File: src/rtl/substitution_layer_folded_if.sv
// Handshake and state bus of the folded Ascon substitution layer.
// Carries inverse_i when SUBSTITUTION_INVERSE_EN is defined.
interface substitution_if;
  logic              start_i;
  logic [4:0][63:0]  substitution_target_i;
  logic [4:0][63:0]  substitution_substitute_o;
  logic              busy_o;
  logic              done_o;
`ifdef SUBSTITUTION_INVERSE_EN
  logic              inverse_i;
`endif

  modport master (
`ifdef SUBSTITUTION_INVERSE_EN
    output inverse_i,
`endif
    output start_i,
    output substitution_target_i,
    input  substitution_substitute_o,
    input  busy_o,
    input  done_o
  );

  modport slave (
`ifdef SUBSTITUTION_INVERSE_EN
    input  inverse_i,
`endif
    input  start_i,
    input  substitution_target_i,
    output substitution_substitute_o,
    output busy_o,
    output done_o
  );
endinterface

File: src/rtl/substitution_layer_folded.sv
// Folded Ascon pS layer: SBOX_PER_CYCLE columns substituted per clock, 64/SBOX_PER_CYCLE clocks per state.
// Optional macro SUBSTITUTION_INVERSE_EN adds inverse_i selecting the inverse S-box.
module substitution_layer_folded #(
  parameter int SBOX_PER_CYCLE = 16
) (
  input  logic clock_i,
  input  logic resetb_i,
  substitution_if.slave bus
);

  localparam int N_CHUNKS = 64 / SBOX_PER_CYCLE;
  localparam int CNT_W    = (N_CHUNKS > 1) ? $clog2(N_CHUNKS) : 1;

  typedef logic [4:0][63:0] type_state;
  typedef enum logic [1:0] {IDLE, RUN, DONE} fsm_t;

  if (!(SBOX_PER_CYCLE == 1  || SBOX_PER_CYCLE == 2  || SBOX_PER_CYCLE == 4 ||
        SBOX_PER_CYCLE == 8  || SBOX_PER_CYCLE == 16 || SBOX_PER_CYCLE == 32 ||
        SBOX_PER_CYCLE == 64)) begin : g_bad_param
    $error("SBOX_PER_CYCLE must be one of 1, 2, 4, 8, 16, 32, 64");
  end

  localparam logic [4:0] SBOX_TBL [32] = '{
    5'h04, 5'h0b, 5'h1f, 5'h14, 5'h1a, 5'h15, 5'h09, 5'h02,
    5'h1b, 5'h05, 5'h08, 5'h12, 5'h1d, 5'h03, 5'h06, 5'h1c,
    5'h1e, 5'h13, 5'h07, 5'h0e, 5'h00, 5'h0d, 5'h11, 5'h18,
    5'h10, 5'h0c, 5'h01, 5'h19, 5'h16, 5'h0a, 5'h0f, 5'h17
  };

  function automatic logic [4:0] sbox_fwd(input logic [4:0] x);
    return SBOX_TBL[x];
  endfunction

  // The inverse is derived from the forward table so the two can never disagree.
  function automatic logic [4:0] sbox_inv(input logic [4:0] x);
    logic [4:0] y;
    y = '0;
    for (int j = 0; j < 32; j++)
      if (SBOX_TBL[j] == x) y = 5'(j);
    return y;
  endfunction

  function automatic type_state apply_chunk(input type_state s, input int k, input logic inv);
    type_state  r;
    logic [4:0] x;
    logic [4:0] y;
    int         col;
    r = s;
    for (int c = 0; c < SBOX_PER_CYCLE; c++) begin
      col = k * SBOX_PER_CYCLE + c;
      x   = {s[0][col], s[1][col], s[2][col], s[3][col], s[4][col]};
      y   = inv ? sbox_inv(x) : sbox_fwd(x);
      r[0][col] = y[4];
      r[1][col] = y[3];
      r[2][col] = y[2];
      r[3][col] = y[1];
      r[4][col] = y[0];
    end
    return r;
  endfunction

  fsm_t             fsm;
  logic [CNT_W-1:0] cnt;
  type_state        state_q;
  logic             busy_q;
  logic             done_q;
  logic             inv_q;
  logic             inv_start;

  always_comb begin
`ifdef SUBSTITUTION_INVERSE_EN
    inv_start = bus.inverse_i;
`else
    inv_start = 1'b0;
`endif
  end

  always_ff @(posedge clock_i or negedge resetb_i) begin
    if (!resetb_i) begin
      fsm     <= IDLE;
      cnt     <= '0;
      state_q <= '0;
      busy_q  <= 1'b0;
      done_q  <= 1'b0;
      inv_q   <= 1'b0;
    end else begin
      case (fsm)
        IDLE, DONE: begin
          if (bus.start_i) begin
            state_q <= apply_chunk(bus.substitution_target_i, 0, inv_start);
            inv_q   <= inv_start;
            if (N_CHUNKS == 1) begin
              fsm    <= DONE;
              cnt    <= '0;
              busy_q <= 1'b0;
              done_q <= 1'b1;
            end else begin
              fsm    <= RUN;
              cnt    <= CNT_W'(1);
              busy_q <= 1'b1;
              done_q <= 1'b0;
            end
          end else begin
            fsm    <= IDLE;
            busy_q <= 1'b0;
            done_q <= 1'b0;
          end
        end
        RUN: begin
          state_q <= apply_chunk(state_q, int'(cnt), inv_q);
          if (cnt == CNT_W'(N_CHUNKS - 1)) begin
            fsm    <= DONE;
            cnt    <= '0;
            busy_q <= 1'b0;
            done_q <= 1'b1;
          end else begin
            cnt <= cnt + CNT_W'(1);
          end
        end
        default: begin
          fsm    <= IDLE;
          cnt    <= '0;
          busy_q <= 1'b0;
          done_q <= 1'b0;
        end
      endcase
    end
  end

  assign bus.substitution_substitute_o = state_q;
  assign bus.busy_o                    = busy_q;
  assign bus.done_o                    = done_q;

endmodule
File: src/flat_wrapper.sv
// flat-port wrapper written by rule: the top's interface ports become plain ports
module substitution_layer_folded_flat 
#(
  parameter int SBOX_PER_CYCLE = 16
)
  (clock_i, resetb_i, bus_start_i, bus_substitution_target_i, bus_substitution_substitute_o, bus_busy_o, bus_done_o);
  substitution_if bus_i ();
  input  logic clock_i;
  input  logic resetb_i;
  input wire logic [$bits(bus_i.start_i)-1:0] bus_start_i;
  input wire logic [$bits(bus_i.substitution_target_i)-1:0] bus_substitution_target_i;
  output wire logic [$bits(bus_i.substitution_substitute_o)-1:0] bus_substitution_substitute_o;
  output wire logic [$bits(bus_i.busy_o)-1:0] bus_busy_o;
  output wire logic [$bits(bus_i.done_o)-1:0] bus_done_o;
  assign bus_i.start_i = bus_start_i;
  assign bus_i.substitution_target_i = bus_substitution_target_i;
  assign bus_substitution_substitute_o = bus_i.substitution_substitute_o;
  assign bus_busy_o = bus_i.busy_o;
  assign bus_done_o = bus_i.done_o;
  substitution_layer_folded #(.SBOX_PER_CYCLE(SBOX_PER_CYCLE)) u_core (.clock_i(clock_i), .resetb_i(resetb_i), .bus(bus_i));
endmodule
File: config.mk
export PLATFORM = sky130hd
export DESIGN_NAME = substitution_layer_folded_flat
export DESIGN_NICKNAME = d
export VERILOG_FILES = /design/src/rtl/substitution_layer_folded_if.sv /design/src/rtl/substitution_layer_folded.sv /design/src/flat_wrapper.sv
export SDC_FILE = /design/constraint.sdc
export NUM_CORES = 1
export LEC_CHECK = 0
export BUFFER_PORTS_ARGS = -buffer_cell sky130_fd_sc_hd__buf_4
export CAP_MARGIN = 20
export CORE_AREA = 2 2 249 251
export CTS_BUF_LIST = sky130_fd_sc_hd__clkbuf_4
export DETAILED_ROUTE_END_ITERATION = 10
export DIE_AREA = 0 0 251 253
export SYNTH_ARGS = -nofsm -noshare
export SYNTH_HDL_FRONTEND = slang
export SYNTH_SLANG_ARGS = --single-unit
File: constraint.sdc
create_clock -name clock_i -period 3.5 [get_ports clock_i]
set_clock_uncertainty 0.2 [all_clocks]
set_input_delay 0.525 -clock clock_i [delete_from_list [all_inputs] [get_ports clock_i]]
set_output_delay 0.525 -clock clock_i [all_outputs]
set_load 0.005 [all_outputs]
-- After elaboration in Yosys (flattened, before gate mapping)
Memories as Yosys holds them, arrays and structs flattened.
Cells that the tools add are included.
- ROM bits: 5120
- logic and storage cells: 602
- bits in registers: 326
- input port bits: 323
- memories kept: 32
- output and inout port bits: 322
- memory list (memory ; depth ; bits a word ; read ports ; clocked after memory_dff ; wr ports ; RTL line ; source):
    (no name shown) ; 32 ; 5 ; 1 ; 0 ; 0 ; substitution_layer_folded.sv:31 ; return SBOX_TBL[x];
    (no name shown) ; 32 ; 5 ; 1 ; 0 ; 0 ; substitution_layer_folded.sv:31 ;
    (no name shown) ; 32 ; 5 ; 1 ; 0 ; 0 ; substitution_layer_folded.sv:31 ;
    (no name shown) ; 32 ; 5 ; 1 ; 0 ; 0 ; substitution_layer_folded.sv:31 ;
    (no name shown) ; 32 ; 5 ; 1 ; 0 ; 0 ; substitution_layer_folded.sv:31 ;
    (no name shown) ; 32 ; 5 ; 1 ; 0 ; 0 ; substitution_layer_folded.sv:31 ;
    26 more memories ; -- ; -- ; -- ; -- ; -- ; -- ;
- reduce and logical (&&, ||, !) cells: 20
- order comparisons: 64
- add/subtract/negate cells: 16
- bitwise operators: 32
- mux-type cells: 424
- eq/ne operators: 5
- operator list (kind ; number):
    bitwise mux 64 bit ; 80
    case mux 320 bit (2 select lines) ; 1
    >= comparator 32 x 1 -> 1 bit (second input constant) ; 15
    less-than comparator 32 x 8 -> 1 bit (second input constant) ; 15
    binary-select mux 1 bit (select 6 bit) ; 75
    2-to-1 mux 320 bit ; 1
    2-to-1 mux 5 bit ; 64
    >= comparator 6 bit (second input constant) ; 32
    inverter 5 -> 6 bit ; 32
    2-to-1 mux 1 bit ; 176
    demux 1 bit (select 6 bit) ; 15
    adder 6 x 4 -> 7 bit (second input constant) ; 8
    adder 6 x 3 -> 7 bit (second input constant) ; 4
    logical AND 1 bit ; 16
    adder 6 x 2 -> 7 bit (second input constant) ; 2
    binary-select mux 1 bit (select 2 bit) ; 5
    case mux 2 bit (2 select lines) ; 2
    adder 6 x 1 -> 7 bit (second input constant) ; 1
    less-than comparator 6 x 7 -> 1 bit (second input constant) ; 1
    >= comparator 6 x 1 -> 1 bit (second input constant) ; 1
    2-to-1 mux 2 bit ; 3
    == test 2 bit (second input constant) ; 2
    adder 2 x 1 -> 2 bit (second input constant) ; 1
    demux 1 bit (select 2 bit) ; 1
    other kinds (8) ; 8

-- Longest topological paths before layout
- depth in word-level cells: 24
- depth in mapped cells: 11
- gate-level depth less buffers: 8

-- Least setup slack after synthesis
No wires, ideal clock.
- path type: flip-flop to flip-flop
- start: register u_core.cnt[0]
- end: register u_core.state_q (netlist bit u_core.bus.substitution_substitute_o[104])
- period minus slack after synthesis: 2.928 ns
- path buffers: 3
- cell stages (with the launch flop): 12
- arrival: 2.646 ns
- library setup time: 0.082 ns
- required time: 3.218 ns
- setup slack: 0.572 ns
- path through: dfrtp_1 buf_6 buf_6 buf_2 mux4_2 inv_1 ha_1 inv_1 a21oi_1 a22oi_4 or3b_1 a31oi_1
- cells in the longest elaborated chain, start to end: 24
- elaborated cells on any way between the ends: 406
- those cells by class: 15 x add/sub; 30 x order compare; 314 x mux; 16 x bitwise; 15 x reduce/logical; 16 x memory
- ends and longest elaborated chain (what ; RTL line ; source):
    start, declared ; substitution_layer_folded.sv:63 ; logic [CNT_W-1:0] cnt;
    start signal, assigned ; substitution_layer_folded.sv:117 ; cnt <= cnt + CNT_W'(1);
    adder 6 x 1 -> 7 bit ; substitution_layer_folded.sv:50 ; col = k * SBOX_PER_CYCLE + c;
    binary-select mux 1 bit (select 6 bit) ; substitution_layer_folded.sv:51 ; x = {s[0][col], s[1][col], s[2][col], s[3][col], s[4][col]};
    2-to-1 mux 1 bit (not written as such) (2 in a row) ; substitution_layer_folded.sv:51 ;
    inverter 5 -> 6 bit (not written as such) ; substitution_layer_folded.sv:31 ;
    memory read (32 x 5 bit) ; -- ;
    2-to-1 mux 5 bit (not written as such) (2 in a row) ; substitution_layer_folded.sv:31 ;
    bitwise mux 64 bit (14 in a row) ; substitution_layer_folded.sv:54 ; r[1][col] = y[3];
    bitwise mux 64 bit * ; substitution_layer_folded.sv:54 ;
    case mux 320 bit (2 select lines) * ; substitution_layer_folded.sv:87 ; case (fsm)
    end signal, assigned ; substitution_layer_folded.sv:90 ; state_q <= apply_chunk(bus.substitution_target_i, 0, inv_start);
    end signal, assigned ; substitution_layer_folded.sv:110 ; state_q <= apply_chunk(state_q, int'(cnt), inv_q);
    end, declared ; substitution_layer_folded.sv:64 ; type_state state_q;
Mark *: on every way between the ends. The rest lies on a longest branch, timed or not. The select of a mux whose other input is x is not followed.
A chain may end at the register's enable or synchronous reset.

-- Worst setup path in the final report
- start: register u_core.cnt[1]
- end: register u_core.state_q (netlist bit u_core.bus.substitution_substitute_o[195])
- cells in the longest elaborated chain, start to end: 24
- elaborated cells on any way between the ends: 406
- those cells by class: 15 x add/sub; 30 x order compare; 314 x mux; 16 x bitwise; 15 x reduce/logical; 16 x memory
- ends and longest elaborated chain (what ; RTL line ; source):
    adder 6 x 1 -> 7 bit ; substitution_layer_folded.sv:50 ;
    binary-select mux 1 bit (select 6 bit) ; substitution_layer_folded.sv:51 ;
    2-to-1 mux 1 bit (not written as such) (2 in a row) ; substitution_layer_folded.sv:51 ;
    inverter 5 -> 6 bit (not written as such) ; substitution_layer_folded.sv:31 ;
    memory read (32 x 5 bit) ; -- ;
    2-to-1 mux 5 bit (not written as such) (2 in a row) ; substitution_layer_folded.sv:31 ;
    bitwise mux 64 bit (14 in a row) ; substitution_layer_folded.sv:56 ; r[3][col] = y[1];
    bitwise mux 64 bit * ; substitution_layer_folded.sv:56 ;
    case mux 320 bit (2 select lines) * ; substitution_layer_folded.sv:87 ;
Marks and branches as above.

==> flow_summary.ini <==
[sta]
period_needed_ps = 3250
tns_ps = 0
tightest_slew_ps = 1110
worst_slack_ps = 249
finalSetupViolations = 0
drv_slew = 0
fin_crit_sh = 0.929
hold_violations = 0
max_slew_margin = 0.261
rsz0062_at_grt = no
fmax_mhz = 308
whs_ps = 88.4

[place]
place.detailed.hpwl_um = 76800
pre_cts_slack_ps = 305
placed_area_mm2 = 0.0262
place.gp.congestion = 0.951
io_buffers = 644

[setup_path]
crit_required_ps = 4020
critPathSlowestCell = dfrtp_4
arrival_ps = 3770
worst_path_most_repeated_cell = inv_1
critPathLaunchType = register
r2r_start = u_core.cnt[1]
worstPathMaxFanout = 34
cpLargestDelayFamily = flip-flops
cp-end-kind = register
crit_buf_inv = 2
slowest_delay_ps = 850
startpoint = u_core.cnt[1]
crit_chain = mux4_2 -> inv_1 -> ha_1 -> inv_1 -> nor2_1 -> xnor2_1 -> a21oi_1 -> o22a_1
worstSetupPathType = reg -> reg

[logic_synthesis]
synthFlopType = dfrtp_1
syn_area_per_cell_um2 = 10.0
async_reset_ff_frac = 1.00
syn_nets = 2382
synth_edf_count = 0
ys_ff_latch = 325
syn_area_mm2 = 0.0199
yosysSeqAreaShare = 0.408
synthDistinctLibCells = 43
yosys_warnings = 0
synthCells = 1991

[finish]
drive_above_1_share = 0.325
fin_util = 0.500
design_area_mm2 = 0.0305
mostFrequentLayoutCells = buf_4, dfrtp_1, dlygate4sd3_1
area_growth_syn_to_layout_pct = 53.2
final_common_cell = buf_4
nets = 3398

[worst_hold_path]
hp-start = bus_substitution_target_i[143]
hp-class = in -> reg

[detailed_routing]
vias = 22200
drc_errors = 0
wl_per_cell_um = 27.4
firstDrtPassIters = 6
vias_per_cell = 5.73
wl_um = 106000
drtIter0Drc = 1819
ant_nets = 0

[floorplanning]
coreArea_mm2 = 0.0610
initial_utilization = 0.326
chipHeight_um = 253
pin_count = 645
die-width_um = 251
dieArea_mm2 = 0.0635
core.rowCount = 91

[global_route]
grt_first_pass_wirelength_um = 151000
grt_antenna_before_repair = 1
grt_pass1_vias = 22600
grtUsageTotal = 0.325
grt_max_degree = 117
grt.overflow.total = 0

[clock_tree]
clk_pin_slew_worst_paths_ps = 70
cts_sinks = 325
cts_tree = done
cts_setup_buffers = 0
clkLatencyLatePin_ps = 860
cts_buffer_depth = 3
cts-root-buf = clkbuf_4
cts_buffers = 92
htree_levels = 3

[run_status]
status = completed

[power_and_ir_drop]
leakagePower_uw = 0.0137
power_density_mw_per_mm2 = 1290
vdd.ir_drop.worst_v = 0.000575

[run]
maxCapViolations = 0
[metal layers]
metal | vias to the layer above | GRT usage | share of wire
met3 | 260 | 0.0550 | 0.072
li1 | 9524 | - | -
met1 | 11100 | 0.367 | 0.36
met2 | 1276 | 0.583 | 0.51
met4 | 0 | 0.180 | 0.057
met5 | - | 0 | 0
[worst reg2reg max path, delay by kind of cell (launching register included)]
kind                       cells  cell delay [ps]
muxes                          1              600
DFF                            1              850
buffers and inverters          2              250
adders and majority gates      1              240
and+or+nand+nor                1               80
xor gates and xnor gates       1              560
AOI/OAI and AO/OA              2              320
[cells in the mapped netlist, types with 8 or more instances]
library cell    n  area [µm²]
dfrtp_1       325        8130
a22oi_1       249        1870
o21ai_0       240        1200
nor2_1        137         514
clkbuf_1      116         435
nand2_1       112         420
a21oi_1        99         495
xnor2_1        92         806
mux4_2         76        1710
o21ai_1        71         355
ha_1           68         851
xor2_1         68         596
inv_1          61         229
a31oi_1        32         200
o22a_1         25         219
nand2b_1       17         106
maj3_2         16         180
nand3b_1       16         120
o21bai_1       16         120
or3b_1         16         140
a22oi_2        14         175
nor3b_1        14         105
mux2i_1        12         120
nor2b_1        10        62.6
o211ai_1       10        75.1
buf_2           9        45.0
o221ai_1        9        78.8
a211oi_1        8        60.1
[registers in the layout, indices dropped and copies added (netlist names)]
name,flops
u_core.bus.busy_o,1
u_core.fsm,2
u_core.bus.substitution_substitute_o,320
u_core.cnt,2
[area by class of cell]
cell class / count / area [µm²]
Fill cell: 5548 / 30500
Multi-Input combinational cell: 1467 / 11000
Timing Repair Buffer: 1059 / 8980
Sequential cell: 325 / 8140
Tap cell: 790 / 988
Clock buffer: 130 / 976
Inverter: 62 / 233
Clock inverter: 35 / 141
Antenna cell: 2 / 5.00
[metrics by stage]
step           power, µW  std cells
6_report           39500       3870
5_1_grt            41600       3869
4_1_cts            39400       3868
3_5_place_dp       35400       3383
3_3_place_gp       34800       3383
2_1_floorplan      21600       1991
[logic make-up after synthesis]
logic type      synth area share
compound gates             0.250
xor+xnor                  0.0704
fa+ha+maj                 0.0518
buf+inv                   0.0416
flops                      0.408
mux                       0.0973
simple gates              0.0802
[power by group]
part | switching, µW | internal, µW | leakage (µW)
sequential | 2400 | 5810 | 0.00392
combinational | 16300 | 11400 | 0.00916
clock | 1790 | 1710 | 0.000671
[path summary, 6_finish.rpt]
path / cells past startpoint / end / slack [ps]
worst max-delay path: 8 / u_core.bus.substitution_substitute_o[195] / 250
worst min-delay path: 5 / u_core.bus.substitution_substitute_o[207] / 90
worst max register to register: 8 / u_core.bus.substitution_substitute_o[195] / 250
worst min register to register: 1 / u_core.bus.busy_o / 290
max in group asynchronous: 4 / u_core.bus.substitution_substitute_o[60] / 1740
min in group asynchronous: 3 / u_core.bus.substitution_substitute_o[238] / 520
[timing repair]
item                                    4_1_cts  5_1_grt
endpoints found under the setup margin        0        0
hold endpoints to repair                    619        0
resized for setup                             0        0
hold buffers                                320        0
(Power assumes the default switching activity.)
